===== src/rtl/program_sequencer.sv =====
// Instruction sequencer for the simple processor: holds a small program and
// feeds instruction/immediate words over DIN/Run, advancing on Done.
module program_sequencer #(
    parameter int unsigned ADDR_W  = 5,
    parameter int unsigned DEPTH   = 2**ADDR_W,
    parameter int unsigned TIMEOUT = 4
) (
    input  logic              Clock,
    input  logic              Resetn,
    input  logic              Start,
    input  logic              LoadEn,
    input  logic [ADDR_W-1:0] LoadAddr,
    input  logic [15:0]       LoadData,
    input  logic              Done,
    output logic [15:0]       DIN,
    output logic              Run,
    output logic              Busy,
    output logic              Halted,
    output logic              Error,
    output logic [ADDR_W-1:0] PC,
    output logic [15:0]       InstrCount
);

    localparam int unsigned DATA_W = 16;
    localparam int unsigned WD_W   = $clog2(TIMEOUT + 1);
    localparam logic [2:0]  OP_MVI  = 3'b001;
    localparam logic [2:0]  OP_HALT = 3'b111;

    typedef enum logic [2:0] {
        S_IDLE,
        S_ISSUE,
        S_EXEC,
        S_HALTED,
        S_ERROR
    } state_t;

    state_t              state, state_nxt;
    logic [ADDR_W-1:0]   pc_nxt;
    logic [DATA_W-1:0]   count_nxt;
    logic [WD_W-1:0]     wd, wd_nxt;
    logic [DATA_W-1:0]   mem [DEPTH];
    logic [DATA_W-1:0]   cur_word;
    logic [DATA_W-1:0]   imm_word;
    logic [2:0]          opcode;
    logic [ADDR_W-1:0]   pc_inc1;
    logic [ADDR_W-1:0]   pc_inc2;

    assign pc_inc1  = PC + ADDR_W'(1);
    assign pc_inc2  = PC + ADDR_W'(2);
    assign cur_word = mem[PC];
    assign imm_word = mem[pc_inc1];
    assign opcode   = cur_word[8:6];

    assign Busy   = (state == S_ISSUE) || (state == S_EXEC);
    assign Halted = (state == S_HALTED);
    assign Error  = (state == S_ERROR);

    // Program memory: host writes are blocked while a program is running.
    always_ff @(posedge Clock) begin
        if (LoadEn && !Busy) begin
            mem[LoadAddr] <= LoadData;
        end
    end

    always_ff @(posedge Clock or negedge Resetn) begin
        if (!Resetn) begin
            state      <= S_IDLE;
            PC         <= '0;
            InstrCount <= '0;
            wd         <= '0;
        end else begin
            state      <= state_nxt;
            PC         <= pc_nxt;
            InstrCount <= count_nxt;
            wd         <= wd_nxt;
        end
    end

    always_comb begin
        state_nxt = state;
        pc_nxt    = PC;
        count_nxt = InstrCount;
        wd_nxt    = wd;
        Run       = 1'b0;
        DIN       = '0;
        case (state)
            S_IDLE, S_HALTED, S_ERROR: begin
                if (Start) begin
                    state_nxt = S_ISSUE;
                    pc_nxt    = '0;
                    count_nxt = '0;
                end
            end
            S_ISSUE: begin
                if (opcode == OP_HALT) begin
                    state_nxt = S_HALTED;
                end else if (opcode[2]) begin
                    // Unsupported opcodes are stepped over without touching the processor.
                    pc_nxt = pc_inc1;
                end else begin
                    DIN       = cur_word;
                    Run       = 1'b1;
                    state_nxt = S_EXEC;
                    wd_nxt    = '0;
                end
            end
            S_EXEC: begin
                if (opcode == OP_MVI) begin
                    DIN = imm_word;
                end
                if (Done) begin
                    pc_nxt    = (opcode == OP_MVI) ? pc_inc2 : pc_inc1;
                    count_nxt = InstrCount + DATA_W'(1);
                    state_nxt = S_ISSUE;
                end else if (wd == WD_W'(TIMEOUT - 1)) begin
                    state_nxt = S_ERROR;
                end else begin
                    wd_nxt = wd + WD_W'(1);
                end
            end
            default: begin
                state_nxt = S_IDLE;
            end
        endcase
    end

endmodule


===== config.mk =====
export PLATFORM = sky130hd
export DESIGN_NAME = program_sequencer
export DESIGN_NICKNAME = d
export VERILOG_FILES = /design/src/rtl/program_sequencer.sv
export SDC_FILE = /design/constraint.sdc
export NUM_CORES = 1
export LEC_CHECK = 0
export BUFFER_PORTS_ARGS = -buffer_cell sky130_fd_sc_hd__buf_2
export CORE_MARGIN = 4
export CORE_UTILIZATION = 50
export DETAILED_ROUTE_END_ITERATION = 10
export HOLD_SLACK_MARGIN = 0.12
export PLACE_DENSITY = 0.73
export SLEW_MARGIN = 10
export SYNTH_ARGS = -nofsm -noshare
export SYNTH_HDL_FRONTEND = slang
export SYNTH_SLANG_ARGS = --single-unit

===== constraint.sdc =====
create_clock -name Clock -period 4.1 [get_ports Clock]
set_input_delay 0.205 -clock Clock [delete_from_list [all_inputs] [get_ports Clock]]
set_output_delay 0.205 -clock Clock [all_outputs]
set_load 0.05 [all_outputs]

; Yosys cells after proc, flatten, opt, wreduce, memory -nomap -nowiden
; Memories as Yosys holds them, arrays and structs flattened.
; Cells that the tools add are included.
[op_classes]
n_shift = 0
div_mod_pow = 0
eq_ne = 16
muxes = 29
n_addsub = 4
n_mul = 0
n_reduce_logical = 12
n_bitwise = 0
order_cmp = 0
[ops]
columns = operator, n
row1 = two-way mux 16 bit, 5
row2 = case mux 16 bit (2 select lines), 2
row3 = two-way mux 3 bit, 9
row4 = two-way mux 5 bit, 5
row5 = "adder 16 x 1 -> 16 bit, second input constant", 1
row6 = case mux 5 bit (3 select lines), 1
row7 = "inequality test 2 bit, second input constant", 7
row8 = AND reduction 5 bit, 2
row9 = "== test 3 x 2 -> 1 bit, second input constant", 3
row10 = case mux 3 bit (3 select lines), 1
row11 = "== test 3 x 1 -> 1 bit, second input constant", 2
row12 = "== test 3 bit, second input constant", 2
row13 = "inequality test 3 x 2 -> 1 bit, second input constant", 2
row14 = case mux 3 bit (2 select lines), 1
row15 = AND reduction 3 bit, 2
row16 = "adder 5 x 1 -> 5 bit, second input constant", 1
row17 = "adder 5 x 2 -> 5 bit, second input constant", 1
row18 = two-way mux 1 bit, 5
row19 = nonzero test 2 bit, 2
row20 = "adder 3 x 1 -> 3 bit, second input constant", 1
row21 = zero test 3 bit, 1
row22 = nonzero test 3 bit, 1
row23 = OR reduction 3 bit, 1
row24 = logical AND 1 bit, 1
row25 = 2 further kinds, 2
[word_totals]
mem_bits_rw = 512
register_bits = 27
mem_count = 1
out_inout_bits = 41
latchBits = 0
mem_bits_ro = 0
elab_cells = 66
[memory_table]
columns = name, words, width, read_ports, rd_clocked_by_memory_dff, write_ports, line_no
row1 = mem, 32, 16, 2, 0, 1, 41  ; logic [DATA_W-1:0] mem [DEPTH];

; Longest topological paths before layout
; Gate-level depths: netlist of the first run.
[depth]
depth_word = 6
mapped_depth = 13
mapped_depth_nobuf = 7

; Least setup slack after synthesis of the first run
; Ideal clock, no wire load.
[synth_timing]
kind = reg-to-output
from = register PC[0]
to = output DIN[10]
required_ps = 3895
arrival_time_ps = 3634
stages_incl_launch_ff = 11
slack_ps = 261
cell_sequence = dfrtp_1 > buf_4 > buf_2 > buf_4 > mux4_2 > a221o_1 > nand2_1 > or4b_1 > buf_6 > buf_2 > o22ai_1
[synth_via]
elab_chain_len = 4
word_cells_on_any_way = 8
classes_between = add/sub (1) / eq/ne (2) / mux (4) / memory (1)
[synth_rtl]
columns = item, line_no
row1 = start: declaration, 20  ; output logic [ADDR_W-1:0] PC,
row2 = start signal: assignment, 73  ; PC <= pc_nxt;
row3 = adder 5 x 1 -> 5 bit or memory read (32 x 16 bit) (tied branches), -
row4 = memory read (32 x 16 bit) (*), -
row5 = two-way mux 16 bit (on tied branches), "108, 95"
row6 = case mux 16 bit (2 select lines) (*), 86  ; case (state)
row7 = end: declaration, 15  ; output logic [15:0] DIN,
; Mark *: on every way between the ends. The rest lies on a longest branch, timed or not.

; Final worst setup path of the first run
[layout_timing]
from = register PC[0]
to = output DIN[1]
; The elaborated chain is that of the path after synthesis.

==> summary.md, run 1 <==
| Metric | Value |
|---|---|
| Outcome | `completed` |
| Number of endpoints failing setup at the final stage | `0` |
| Sequential fraction of the synthesis area | `63.59%` |
| Most frequent CP cell | `mux4_2` |
| Number of hold violations in the final report | `0` |
| Crit-path max FO | `approximately 70` |
| Syn Area/Cell | `a little under 20 sq um` |
| Sequence of cells on the critical path | `ha_4, buf_12, mux4_2, mux4_2, mux2i_1, o22ai_1, buf_2` |
| Lkg Pwr | `9.419 nW` |
| Final critical path time including I/O delays and setup | `4.024 ns` |
| Relative slew slack | `a little over a third` |
| Vertical die dimension | `232.7 um` |
| Period utilisation layout | `98.13%` |
| Transition time of the tightest slew-check pin | `between 0.9 and 1 ns` |
| Type of the most critical hold path | `primary input to asynchronous set/reset pin` |
| Cell type group with the largest total delay on the critical path | `multiplexers` |
| CTS tree | `built` |
| Post-layout util | `between 50% and 60%` |
| CTS Root Buffer Type | `clkbuf_16` |
| RSZ-0062 raised after global routing | `no` |
| Die X-Extent | `~230 um` |
| Path type of the worst setup path | `flop to output port` |
| Share of layout cells above drive strength 1 | `between 30% and 40%` |
| Initial cell density of the core | `50.41%` |
| Num CTS Buffers | `56` |
| Post-synthesis instance area | `25,240 sq um` |
| First-pass iteration count of the detailed router | `5` |
| Hpwl dp | `about 40,000 um` |
| Source-to-sink clock delay at the later pin of the worst-skew pair | `0.64 ns` |
| Met3 GRT Util | `5.815%` |
| Highest-delay cell along the critical path | `dfrtp_4` |
| Filler Cell Count | `3,709` |
| Net count of the mapped netlist | `1,316` |
| Area growth from synthesis to layout | `14.53%` |
| Number of nets at the end of the flow | `about 1,400` |
| Number of pins with negative max-slew slack in the final report | `0` |
| Die ar. | `~54,000 sq um` |
| Number of cells in the design after placement | `2,001` |
| Met1 demand-to-capacity share in global routing | `about a third` |
| Clock transition at the registers of the reported paths | `0.06 ns` |
| Power Total | `approximately 18 mW` |
| Crit path arrival time | `3.82 ns` |
| Power per cell area | `635.4 nW/um^2` |
| Post-synthesis cell type count | `55` |
| Global-route congestion overflow total | `0` |
| Maximum ir drop on the vdd rail | `0.0005934 V` |
| Worst Skew | `0.03191 ns` |
| Largest net degree at the start of global routing | `72` |
| Overall global routing resource usage | `24.10%` |
| Number of max-cap violations | `0` |
| Global Route met2 Usage | `a little under two fifths` |
| Total DRC errors in the routed layout | `0` |
| CP startpoint kind | `flop` |
| Global-route wire length before repair | `95,010 um` |
| Number of global-route vias before repair | `around 14,000` |
| Total via count in the routed design | `14,200` |
| Top post-synthesis cells by area | `edfxtp_1, mux4_2, mux2i_1` |
| Seq cells post-synth | `539` |
| Largest incremental delay on the critical path | `roughly 0.61 ns` |
| Post-synth top area share | `about 60%` |
| Max clock buf depth | `3` |
| Gr busiest metal | `met2` |
| IO Count | `67` |
| Instance count on the critical path | `7` |
| Post-synth EDFFs | `512` |
| Number of warnings reported in the yosys synthesis log | `0` |
| Initial drt markers | `1,755` |
| Vias per cell | `approximately 6.7` |
| Number of standard cells in the layout, taps in and fillers out | `2,125` |
| Post-route ant nets | `0` |
| Total core area | `50,070 sq um` |
| Wire per inst | `~30 um` |
| Number of clock sinks seen by CTS | `539` |
| RePlAce Congestion | `between 0.9 and 1` |
| Dominant register cell in the synthesized netlist | `edfxtp_1` |
| CP required | `roughly 4 ns` |
| Final wirelength | `64,800 um` |
| Number of antenna violations at the first check in global routing | `2` |
| Summed negative setup slack over all endpoints | `0 ns` |
| Share of synthesized registers carrying an async set or reset | `5.009%` |
| Worst Path Buf+Inv | `2` |
| Number of cells produced by synthesis | `1,285` |
| Max Fclk | `248.5 MHz` |
| Number of cells traversed by the worst register-to-register path | `7` |
| Std-Cell Rows | `between 80 and 90` |
| Buffers added on ports | `66` |
| Htree depth | `2` |
| Cell accounting for the most synthesized area | `edfxtp_1` |
| Kind of capture point of the worst setup path | `output port` |
## kinds of logic (layout without fill, tap and decap cells)
| group | Yosys count | count (layout) | share of synthesized area [%] |
|---|---|---|---|
| XOR/XNOR | 16 | 16 | 0.5552 |
| AND/OR/NAND/NOR | 141 | 141 | 2.697 |
| multiplexers | 366 | 366 | 28.01 |
| other | 0 | 1 | 0 |
| AO/OA/AOI/OAI | 119 | 119 | 3.093 |
| adder cells (fa/ha/maj) | 5 | 5 | 0.2479 |
| flip-flops | 539 | 539 | 63.59 |
| buffers and inverters | 99 | 266 | 1.804 |
## worst reg2reg max path, delay by kind of cell (launching register included)
kind                   cells  cell delay (ns)
and+or+nand+nor            5             1.92
DFF                        1             0.47
buffers and inverters      2             0.59
## layout by cell type (no fill, tap or decap), types with 5 or more instances in the layout
| cell type | n |
|---|---|
| nor2_1 | 28 |
| o21ai_0 | 37 |
| mux2_2 | 11 |
| nand3_1 | 10 |
| clkinv_1 | 6 |
| buf_12 | 9 |
| o22ai_1 | 16 |
| mux2i_1 | 85 |
| clkinv_2 | 8 |
| edfxtp_1 | 512 |
| inv_1 | 8 |
| a21oi_1 | 25 |
| buf_4 | 58 |
| nand2_1 | 28 |
| nor2b_1 | 5 |
| dlygate4sd3_1 | 17 |
| clkbuf_1 | 14 |
| clkbuf_16 | 56 |
| nor2_2 | 32 |
| o221ai_1 | 21 |
| xor2_1 | 10 |
| buf_2 | 66 |
| mux4_2 | 266 |
| bufinv_16 | 10 |
| nand4_1 | 8 |
| dfrtp_1 | 24 |
## final timing paths
check	endpoint	slack, ns	from
setup / recovery	DIN[1]	0.08	PC[0]
hold / removal	InstrCount[3]	0.15	Resetn
setup reg to reg	mem[0][9]	0.77	state[1]
hold reg to reg	wd[0]	0.49	wd[0]
max in group asynchronous	PC[1]	3.45	Resetn
min in group Clock	mem[30][8]	0.15	LoadData[8]
## through the flow
step	hold WS (ns)	setup slack, ns	instance area [sq um]
2_1_floorplan	-0.09059	0.2612	25240
3_3_place_gp	0.2577	0.4096	26740
5_1_grt	0.1574	0.0006786	28910
3_5_place_dp	0.2650	0.3379	26740
6_report	0.1517	0.07650	28910
4_1_cts	0.1203	0.04738	28890
## state kept, by name, summed over array words and instances (netlist names)
| signal | cells |
|---|---|
| wd | 3 |
| state | 3 |
| mem | 512 |
| InstrCount | 16 |
| PC | 5 |
## layer usage
layer / wire [um] / up-vias
li1: - / 5771
met1: 24820 / 7513
met2: 31520 / 805
met3: 6886 / 105
met4: 1565 / 2
met5: 13 / -
## final cells by class
class                      count  area [sq um]  area share [%]
sequential                   539         16060           55.56
multi-input combinational    647          8865           30.66
clock buffer                  72          1481           5.124
timing repair buffer         152          1146           3.965
tap                          672         840.8           2.908
clock inverter                32         474.2           1.640
inverter                      10         37.54          0.1298
antenna                        1         2.502        0.008656
## what timing repair did
| item | CTS | global route |
|---|---|---|
| gates resized for setup | 2 | 0 |
| hold buffers | 17 | 0 |
| endpoints found under the hold margin | 421 | 0 |
| setup buffers | 1 | 1 |
| setup endpoints to repair | 16 | 11 |
## cells in the mapped netlist, types with 4 or more instances
master	n
xor2_1	11
mux2i_1	85
o221ai_1	21
dfrtp_1	27
nor2b_1	5
inv_1	8
nor2_1	60
buf_4	6
mux4_1	4
buf_2	37
mux2_2	11
o21ai_0	37
nand3_1	10
mux4_2	266
buf_1	5
edfxtp_1	512
nand2_1	28
or3_1	4
clkbuf_1	39
nand4_1	8
nand3b_1	4
xnor2_1	5
nor3_1	4
o22ai_1	16
a21oi_1	25
ha_1	5
## power breakdown
group	internal [mW]	total, mW	switching (mW)
combinational	3.13	6.72	3.59
clock	3.20	5.36	2.16
sequential	6.14	6.29	0.154
Power figures use the tool's default switching activity.
==> run 2: changes to the inputs <==
CAP_MARGIN = 20   (was default)
RECOVER_POWER = 100   (was default)
==> summary.md, run 2 (synthesis gave the netlist of run 1 again) <==
| Metric | Value |
|---|---|
| Outcome | `complete, but fails checks (was completed)` |
| Violated checks | `capacitance limit, slew limit` |
| Number of antenna violations at the first check in global routing | `2 (unchanged)` |
| Total via count in the routed design | `14,190 (was 14,200)` |
| Crit-path max FO | `69 (unchanged)` |
| Number of pins with negative max-slew slack in the final report | `262 (was 0)` |
| Area growth from synthesis to layout | `13.65% (was 14.53%)` |
| Share of power burned in the clock network | `29.2% (about the same)` |
| Worst-case setup margin in the final layout | `0.1040 ns (was 0.07650 ns)` |
| Instance count on the critical path | `7 (unchanged)` |
| Number of global-route vias before repair | `14,390 (unchanged)` |
| Transition time of the tightest slew-check pin | `1.697 ns (was 0.9431 ns)` |
| IO Count | `67 (unchanged)` |
| Crit path arrival time | `3.79 ns (was 3.82 ns)` |
| Power Total | `18.34 mW (was 18.37 mW)` |
| Die ar. | `54,140 sq um (unchanged)` |
| Reported net switching power | `5.894 mW (was 5.896 mW)` |
| Max Fclk | `250.3 MHz (was 248.5 MHz)` |
| Path type of the worst setup path | `flop to output port (unchanged)` |
| Relative slew slack | `-13.15% (was 36.59%)` |
| Initial cell density of the core | `50.41% (unchanged)` |
| Summed negative setup slack over all endpoints | `0 ns (unchanged)` |
| CTS Root Buffer Type | `clkbuf_16 (unchanged)` |
| Top library cells by usage in the layout, fill and taps aside | `edfxtp_1, mux4_2, mux2i_1 (unchanged)` |
| Sequential cell fraction of total power | `34.3% (about the same)` |
| Min-Delay Startpoint | `LoadAddr[4]` |
| Total DRC errors in the routed layout | `0 (unchanged)` |
| Combinational Power Share | `36.4% (was 36.6%)` |
| Overall global routing resource usage | `24.10% (unchanged)` |
| Vias per cell | `6.676 (was 6.680)` |
| Hpwl dp | `39,570 um (unchanged)` |
| Global-route congestion overflow total | `0 (unchanged)` |
| Largest incremental delay on the critical path | `0.61 ns (about the same)` |
| CP startpoint kind | `flop (unchanged)` |
| Most common cell after layout, fill and taps aside | `edfxtp_1 (unchanged)` |
| RSZ-0062 raised after global routing | `no (unchanged)` |
| Lkg Pwr | `9.160 nW (was 9.419 nW)` |
| Number of max-cap violations | `13 (was 0)` |
| Post-placement worst setup slack | `0.3379 ns (unchanged)` |
| Hold-critical path endpoint | `mem[23][3]` |
| Final wirelength | `64,870 um (was 64,800 um)` |
| Htree depth | `2 (unchanged)` |
| Wire per inst | `30.53 um (was 30.49 um)` |
| Number of hold violations in the final report | `0 (unchanged)` |
| Number of nets at the end of the flow | `1,437 (unchanged)` |
| Period utilisation layout | `97.46% (was 98.13%)` |
| R2R setup slack | `0.36 ns (was 0.77 ns)` |
| Leading registers by flop count | `mem (512), InstrCount (16), PC (5) (unchanged)` |
| Total core area | `50,070 sq um (unchanged)` |
| Launch point of the worst path | `PC[1] (was PC[0])` |
| Cell type group with the largest total delay on the critical path | `multiplexers (unchanged)` |
| Maximum ir drop on the vdd rail | `0.0005938 V (was 0.0005934 V)` |
| Std-Cell Rows | `82 (unchanged)` |
| Flip-flop count of the largest register, all copies and words added | `512 (unchanged)` |
| Num CTS Buffers | `56 (unchanged)` |
| Number of clock sinks seen by CTS | `539 (unchanged)` |
| Worst Path Buf+Inv | `2 (unchanged)` |
| First-pass iteration count of the detailed router | `5 (unchanged)` |
| Internal power of the cells | `12.45 mW (was 12.47 mW)` |
| Global-route wire length before repair | `95,010 um (unchanged)` |
| Buffers added on ports | `66 (unchanged)` |
| Worst Skew | `0.03378 ns (was 0.03191 ns)` |
| Critical R2R Launch | `state[1] (unchanged)` |
| Post-route ant nets | `0 (unchanged)` |
| CP required | `3.89 ns (about the same)` |
| Capture point of the worst reg-to-reg path | `mem[10][9] (was mem[0][9])` |
| Fraction of power spent switching nets | `32.13% (was 32.10%)` |
| Highest-delay cell along the critical path | `dfrtp_4 (unchanged)` |
| Post-route worst hold slack | `0.1749 ns (was 0.1517 ns)` |
| Initial drt markers | `1,841 (was 1,755)` |
| Clock transition at the registers of the reported paths | `0.06 ns (about the same)` |
| Number of endpoints failing setup at the final stage | `0 (unchanged)` |
| Number of cells on the worst hold path | `3` |
| Final critical path time including I/O delays and setup | `3.996 ns (was 4.024 ns)` |
| Source-to-sink clock delay at the later pin of the worst-skew pair | `0.64 ns (about the same)` |
| Kind of capture point of the worst setup path | `output port (unchanged)` |
| Sequence of cells on the critical path | `ha_4, buf_12, mux4_2, mux4_2, mux2i_1, o22ai_1, clkbuf_2 (was ha_4, buf_12, mux4_2, mux4_2, mux2i_1, o22ai_1, buf_2)` |
| Type of the most critical hold path | `primary input to flop (was primary input to asynchronous set/reset pin)` |
| Power per cell area | `639.4 nW/um^2 (was 635.4 nW/um^2)` |
| Number of cells traversed by the worst register-to-register path | `6 (was 7)` |
| CTS tree | `built (unchanged)` |
| Most frequent CP cell | `mux4_2 (unchanged)` |
| Share of layout cells above drive strength 1 | `31.89% (was 37.53%)` |
| Die X-Extent | `232.7 um (unchanged)` |
| Register bank with the most flops | `mem (unchanged)` |
| Max clock buf depth | `3 (unchanged)` |
| RePlAce Congestion | `0.9042 (unchanged)` |
| Vertical die dimension | `232.7 um (unchanged)` |
| Largest net degree at the start of global routing | `72 (unchanged)` |
==> run 2: cell count changes in the layout (fill, tap and decap cells not counted), sizes merged <==
cell	change
clkbuf	+87
buf	-87
==> run 2: how the worst max path moves through the flow <==
stage          endpoint  slack (ns)
2_1_floorplan   DIN[10]        0.26
3_3_place_gp     DIN[6]        0.41
3_5_place_dp     DIN[6]        0.34
4_1_cts          DIN[5]        0.05
5_1_grt          DIN[5]      0.0007
6_report         DIN[1]        0.10
==> run 2: worst reg2reg max path: cells and delay by family (launching register included) <==
family | cells | cell delay [ns]
buf+inv | 1 | 0.94
flops | 1 | 0.47
simple gates | 5 | 1.92
==> run 2: repair_timing <==
action / in CTS / in global routing
setup endpoints to repair: 16 / 11
setup buffers: 1 / 1
hold buffers: 17 / 0
gates resized for setup: 2 / 0
hold endpoints to repair: 421 / 0
==> run 2: through the flow <==
stage | util [%] | cell area, sq um | std cells
finish | 57.29 | 28690 | 2125
global route | 57.29 | 28690 | 2125
CTS | 57.70 | 28890 | 2123
detailed placement | 53.42 | 26740 | 2001
global placement | 53.42 | 26740 | 2001
floorplan | - | 25240 | 1285
==> run 2: power by group through the flow <==
stage          clock (mW)  combinational (mW)  sequential (mW)
6_report             5.36                6.68             6.30
5_1_grt              5.67                7.00             6.31
3_3_place_gp            0                6.59             6.42
3_5_place_dp            0                6.61             6.43
4_1_cts              5.44                6.68             6.31
2_1_floorplan           0                4.86             6.38
==> run 2: area by class of cell <==
type / instances / area, sq um
Antenna cell: 1 / 2.502
Clock buffer: 72 / 1481
Clock inverter: 32 / 474.2
Fill cell: 3773 / 21380
Inverter: 10 / 37.54
Multi-Input combinational cell: 647 / 8807
Sequential cell: 539 / 16060
Tap cell: 672 / 840.8
Timing Repair Buffer: 152 / 979.7
==> run 2: layer usage <==
| layer | routed length (um) | track usage, % | share of wire, % |
|---|---|---|---|
| met1 | 24600 | 33.92 | 38 |
| met4 | 1651 | 6.649 | 2.5 |
| met5 | 13 | 0 | 0.020 |
| met3 | 7091 | 5.815 | 11 |
| met2 | 31510 | 38.31 | 49 |
==> run 3: changes to the inputs <==
CORE_UTILIZATION = 60   (was 50)
GPL_TIMING_DRIVEN = 0   (was default)
PLACE_DENSITY = 0.84   (was 0.73)
==> summary.md, run 3 (synthesis gave the netlist of run 1 again) <==
| Metric | Value |
|---|---|
| Total core area | `41,200 sq um (was 50,070 sq um)` |
| Total via count in the routed design | `16,030 (was 14,190)` |
| First-pass iteration count of the detailed router | `7 (was 5)` |
| Initial drt markers | `3,268 (was 1,841)` |
| Number of pins with negative max-slew slack in the final report | `65 (was 262)` |
| Cell type group with the largest total delay on the critical path | `buffers and inverters (was multiplexers)` |
| Period utilisation layout | `101.4% (was 97.46%)` |
| Initial cell density of the core | `61.26% (was 50.41%)` |
| Overall global routing resource usage | `35.75% (was 24.10%)` |
| Share of layout cells above drive strength 1 | `37.33% (was 31.89%)` |
| Total DRC errors in the routed layout | `0 (unchanged)` |
| Crit-path max FO | `10 (was 69)` |
| Number of max-cap violations | `2 (was 13)` |
| Source-to-sink clock delay at the later pin of the worst-skew pair | `0.62 ns (was 0.64 ns)` |
| Std-Cell Rows | `74 (was 82)` |
| Violated checks | `capacitance limit, slew limit, setup timing (was capacitance limit, slew limit)` |
| Transition time of the tightest slew-check pin | `1.558 ns (was 1.697 ns)` |
| Register bank with the most flops | `mem (unchanged)` |
| Crit path arrival time | `3.95 ns (was 3.79 ns)` |
| Sequential cell fraction of total power | `32.0% (was 34.3%)` |
| Top library cells by usage in the layout, fill and taps aside | `edfxtp_1, mux4_2, mux2i_1 (unchanged)` |
| Share of power burned in the clock network | `24.8% (was 29.2%)` |
| Wire per inst | `39.16 um (was 30.53 um)` |
| Path type of the worst setup path | `flop to output port (unchanged)` |
| Number of endpoints failing setup at the final stage | `2 (was 0)` |
| Combinational Power Share | `43.2% (was 36.4%)` |
| Post-route ant nets | `0 (unchanged)` |
| Die X-Extent | `213.1 um (was 232.7 um)` |
| CTS tree | `built (unchanged)` |
| Number of global-route vias before repair | `16,000 (was 14,390)` |
| Sequence of cells on the critical path | `buf_4, buf_4, nor2b_1, clkbuf_2, a21oi_1, o21ai_1, nand2_1, o22ai_4, buf_6 (was ha_4, buf_12, mux4_2, mux4_2, mux2i_1, o22ai_1, clkbuf_2)` |
| Hpwl dp | `52,210 um (was 39,570 um)` |
| Max clock buf depth | `3 (unchanged)` |
| Vias per cell | `7.872 (was 6.676)` |
| Largest net degree at the start of global routing | `33 (was 72)` |
| Leading registers by flop count | `mem (512), InstrCount (16), PC (5) (unchanged)` |
| Relative slew slack | `-3.885% (was -13.15%)` |
| CP startpoint kind | `flop (unchanged)` |
| Total area of multi-input combinational cells | `9062 sq um (was 8807 sq um)` |
| Final wirelength | `79,730 um (was 64,870 um)` |
| Filler Cell Count | `2,314 (was 3,773)` |
| Lkg Pwr | `9.521 nW (was 9.160 nW)` |
| Kind of capture point of the worst setup path | `output port (unchanged)` |
| Highest-delay cell along the critical path | `nor2b_1 (was dfrtp_4)` |
| Htree depth | `2 (unchanged)` |
| Num CTS Buffers | `54 (was 56)` |
| Worst Path Buf+Inv | `4 (was 2)` |
| Number of antenna violations at the first check in global routing | `1 (was 2)` |
| Global-route congestion overflow total | `0 (unchanged)` |
| Reported net switching power | `6.946 mW (was 5.894 mW)` |
| Global-route wire length before repair | `113,000 um (was 95,010 um)` |
| Most frequent CP cell | `buf_4 (was mux4_2)` |
| Flip-flop count of the largest register, all copies and words added | `512 (unchanged)` |
| Post-layout util | `71.30% (was 57.29%)` |
| Summed negative setup slack over all endpoints | `-0.06010 ns (was 0 ns)` |
| Fraction of power spent switching nets | `35.85% (was 32.13%)` |
| Type of the most critical hold path | `primary input to flop (unchanged)` |
| Vertical die dimension | `213.1 um (was 232.7 um)` |
| IO Count | `67 (unchanged)` |
| Number of hold violations in the final report | `0 (unchanged)` |
| Area growth from synthesis to layout | `16.39% (was 13.65%)` |
| Buffers added on ports | `66 (unchanged)` |
| RePlAce Congestion | `0.9826 (was 0.9042)` |
| Outcome | `complete, but fails checks (unchanged)` |
| Power per cell area | `659.6 nW/um^2 (was 639.4 nW/um^2)` |
| Max Fclk | `240.6 MHz (was 250.3 MHz)` |
| CTS Root Buffer Type | `clkbuf_16 (unchanged)` |
| Worst Skew | `0.01359 ns (was 0.03378 ns)` |
| Number of clock sinks seen by CTS | `539 (unchanged)` |
| Die ar. | `45,410 sq um (was 54,140 sq um)` |
| Internal power of the cells | `12.43 mW (was 12.45 mW)` |
| Number of nets at the end of the flow | `1,495 (was 1,437)` |
| Maximum ir drop on the vdd rail | `0.0004453 V (was 0.0005938 V)` |
| Largest incremental delay on the critical path | `0.67 ns (was 0.61 ns)` |
| Worst-case setup margin in the final layout | `-0.05587 ns (was 0.1040 ns)` |
| Clock transition at the registers of the reported paths | `0.06 ns (about the same)` |
| Most common cell after layout, fill and taps aside | `edfxtp_1 (unchanged)` |
| CP required | `3.89 ns (about the same)` |
| Final critical path time including I/O delays and setup | `4.156 ns (was 3.996 ns)` |
| Sequential cell area | `16,050 sq um (was 16,060 sq um)` |
==> run 3: cell types whose count changed in the layout (fill, tap and decap cells not counted), sizes merged <==
cell / delta
inv: +1
dlygate4sd3: -1
buf: +73
bufinv: -6
clkinvlp: -2
clkbuf: -19
clkinv: +5
==> run 3: what timing repair did <==
| item | CTS | global route |
|---|---|---|
| pin swaps | 1 | 4 |
| setup endpoints to repair | 17 | 17 |
| cloned | 0 | 1 |
| hold buffers | 16 | 0 |
| setup buffers | 2 | 3 |
| gates resized for setup | 176 | 54 |
| hold endpoints to repair | 321 | 0 |
==> run 3: path summary, 6_finish.rpt <==
kind | from | end | slack [ns] | depth (start not counted)
min in group asynchronous | Resetn | PC[2] | 0.49 | 2
worst min-delay path | LoadAddr[3] | mem[16][6] | 0.32 | 3
worst max-delay path | PC[3] | DIN[9] | -0.06 | 9
worst max register to register | state[1] | mem[4][5] | 0.36 | 9
max in group asynchronous | Resetn | PC[1] | 2.64 | 2
worst min register to register | wd[0] | wd[0] | 0.49 | 1
==> run 3: area by class of cell <==
type	count	share of cell area, %
sequential	539	54.64
clock buffer	65	4.813
buffer	88	2.645
antenna	1	0.008518
tap	532	2.266
clock inverter	30	0.8433
timing repair buffer	124	3.808
inverter	10	0.1278
multi-input combinational	647	30.85
==> run 3: layer usage <==
metal	wire, um	vias to the layer above	GRT usage, %
met1	24920	8010	45.39
met5	65	-	0.9698
met3	13170	392	14.99
met2	35730	1722	53.41
li1	-	5900	-
met4	5845	4	18.70
==> run 3: power groups by stage <==
stage	logic (mW)	registers (mW)	clock network, mW
floorplan	4.86	6.38	0
global placement	7.09	6.31	0
detailed placement	7.30	6.31	0
CTS	7.92	6.20	4.78
global route	8.52	6.22	5.05
finish	8.36	6.21	4.80
==> run 3: worst register-to-register path: cells and delay by family, from the launching register on <==
| family | cells | cell delay (ns) |
|---|---|---|
| AND/OR/NAND/NOR | 5 | 2.10 |
| buffers and inverters | 4 | 0.98 |
| flip-flops | 1 | 0.36 |
==> run 3: per-stage QoR <==
stage | cell area, sq um | cells | power [mW] | setup WS [ns] | hold WS, ns
after CTS | 29240 | 2030 | 18.90 | -0.006581 | 0.1205
final | 29380 | 2036 | 19.38 | -0.05587 | 0.3178
after global routing | 29370 | 2035 | 19.78 | -0.02003 | 0.3022
after global placement | 26240 | 1883 | 13.39 | -0.5026 | 0.2370
after floorplan | 25240 | 1285 | 11.24 | 0.2612 | -0.09059
after detailed placement | 26860 | 1918 | 13.61 | -0.5537 | 0.2492
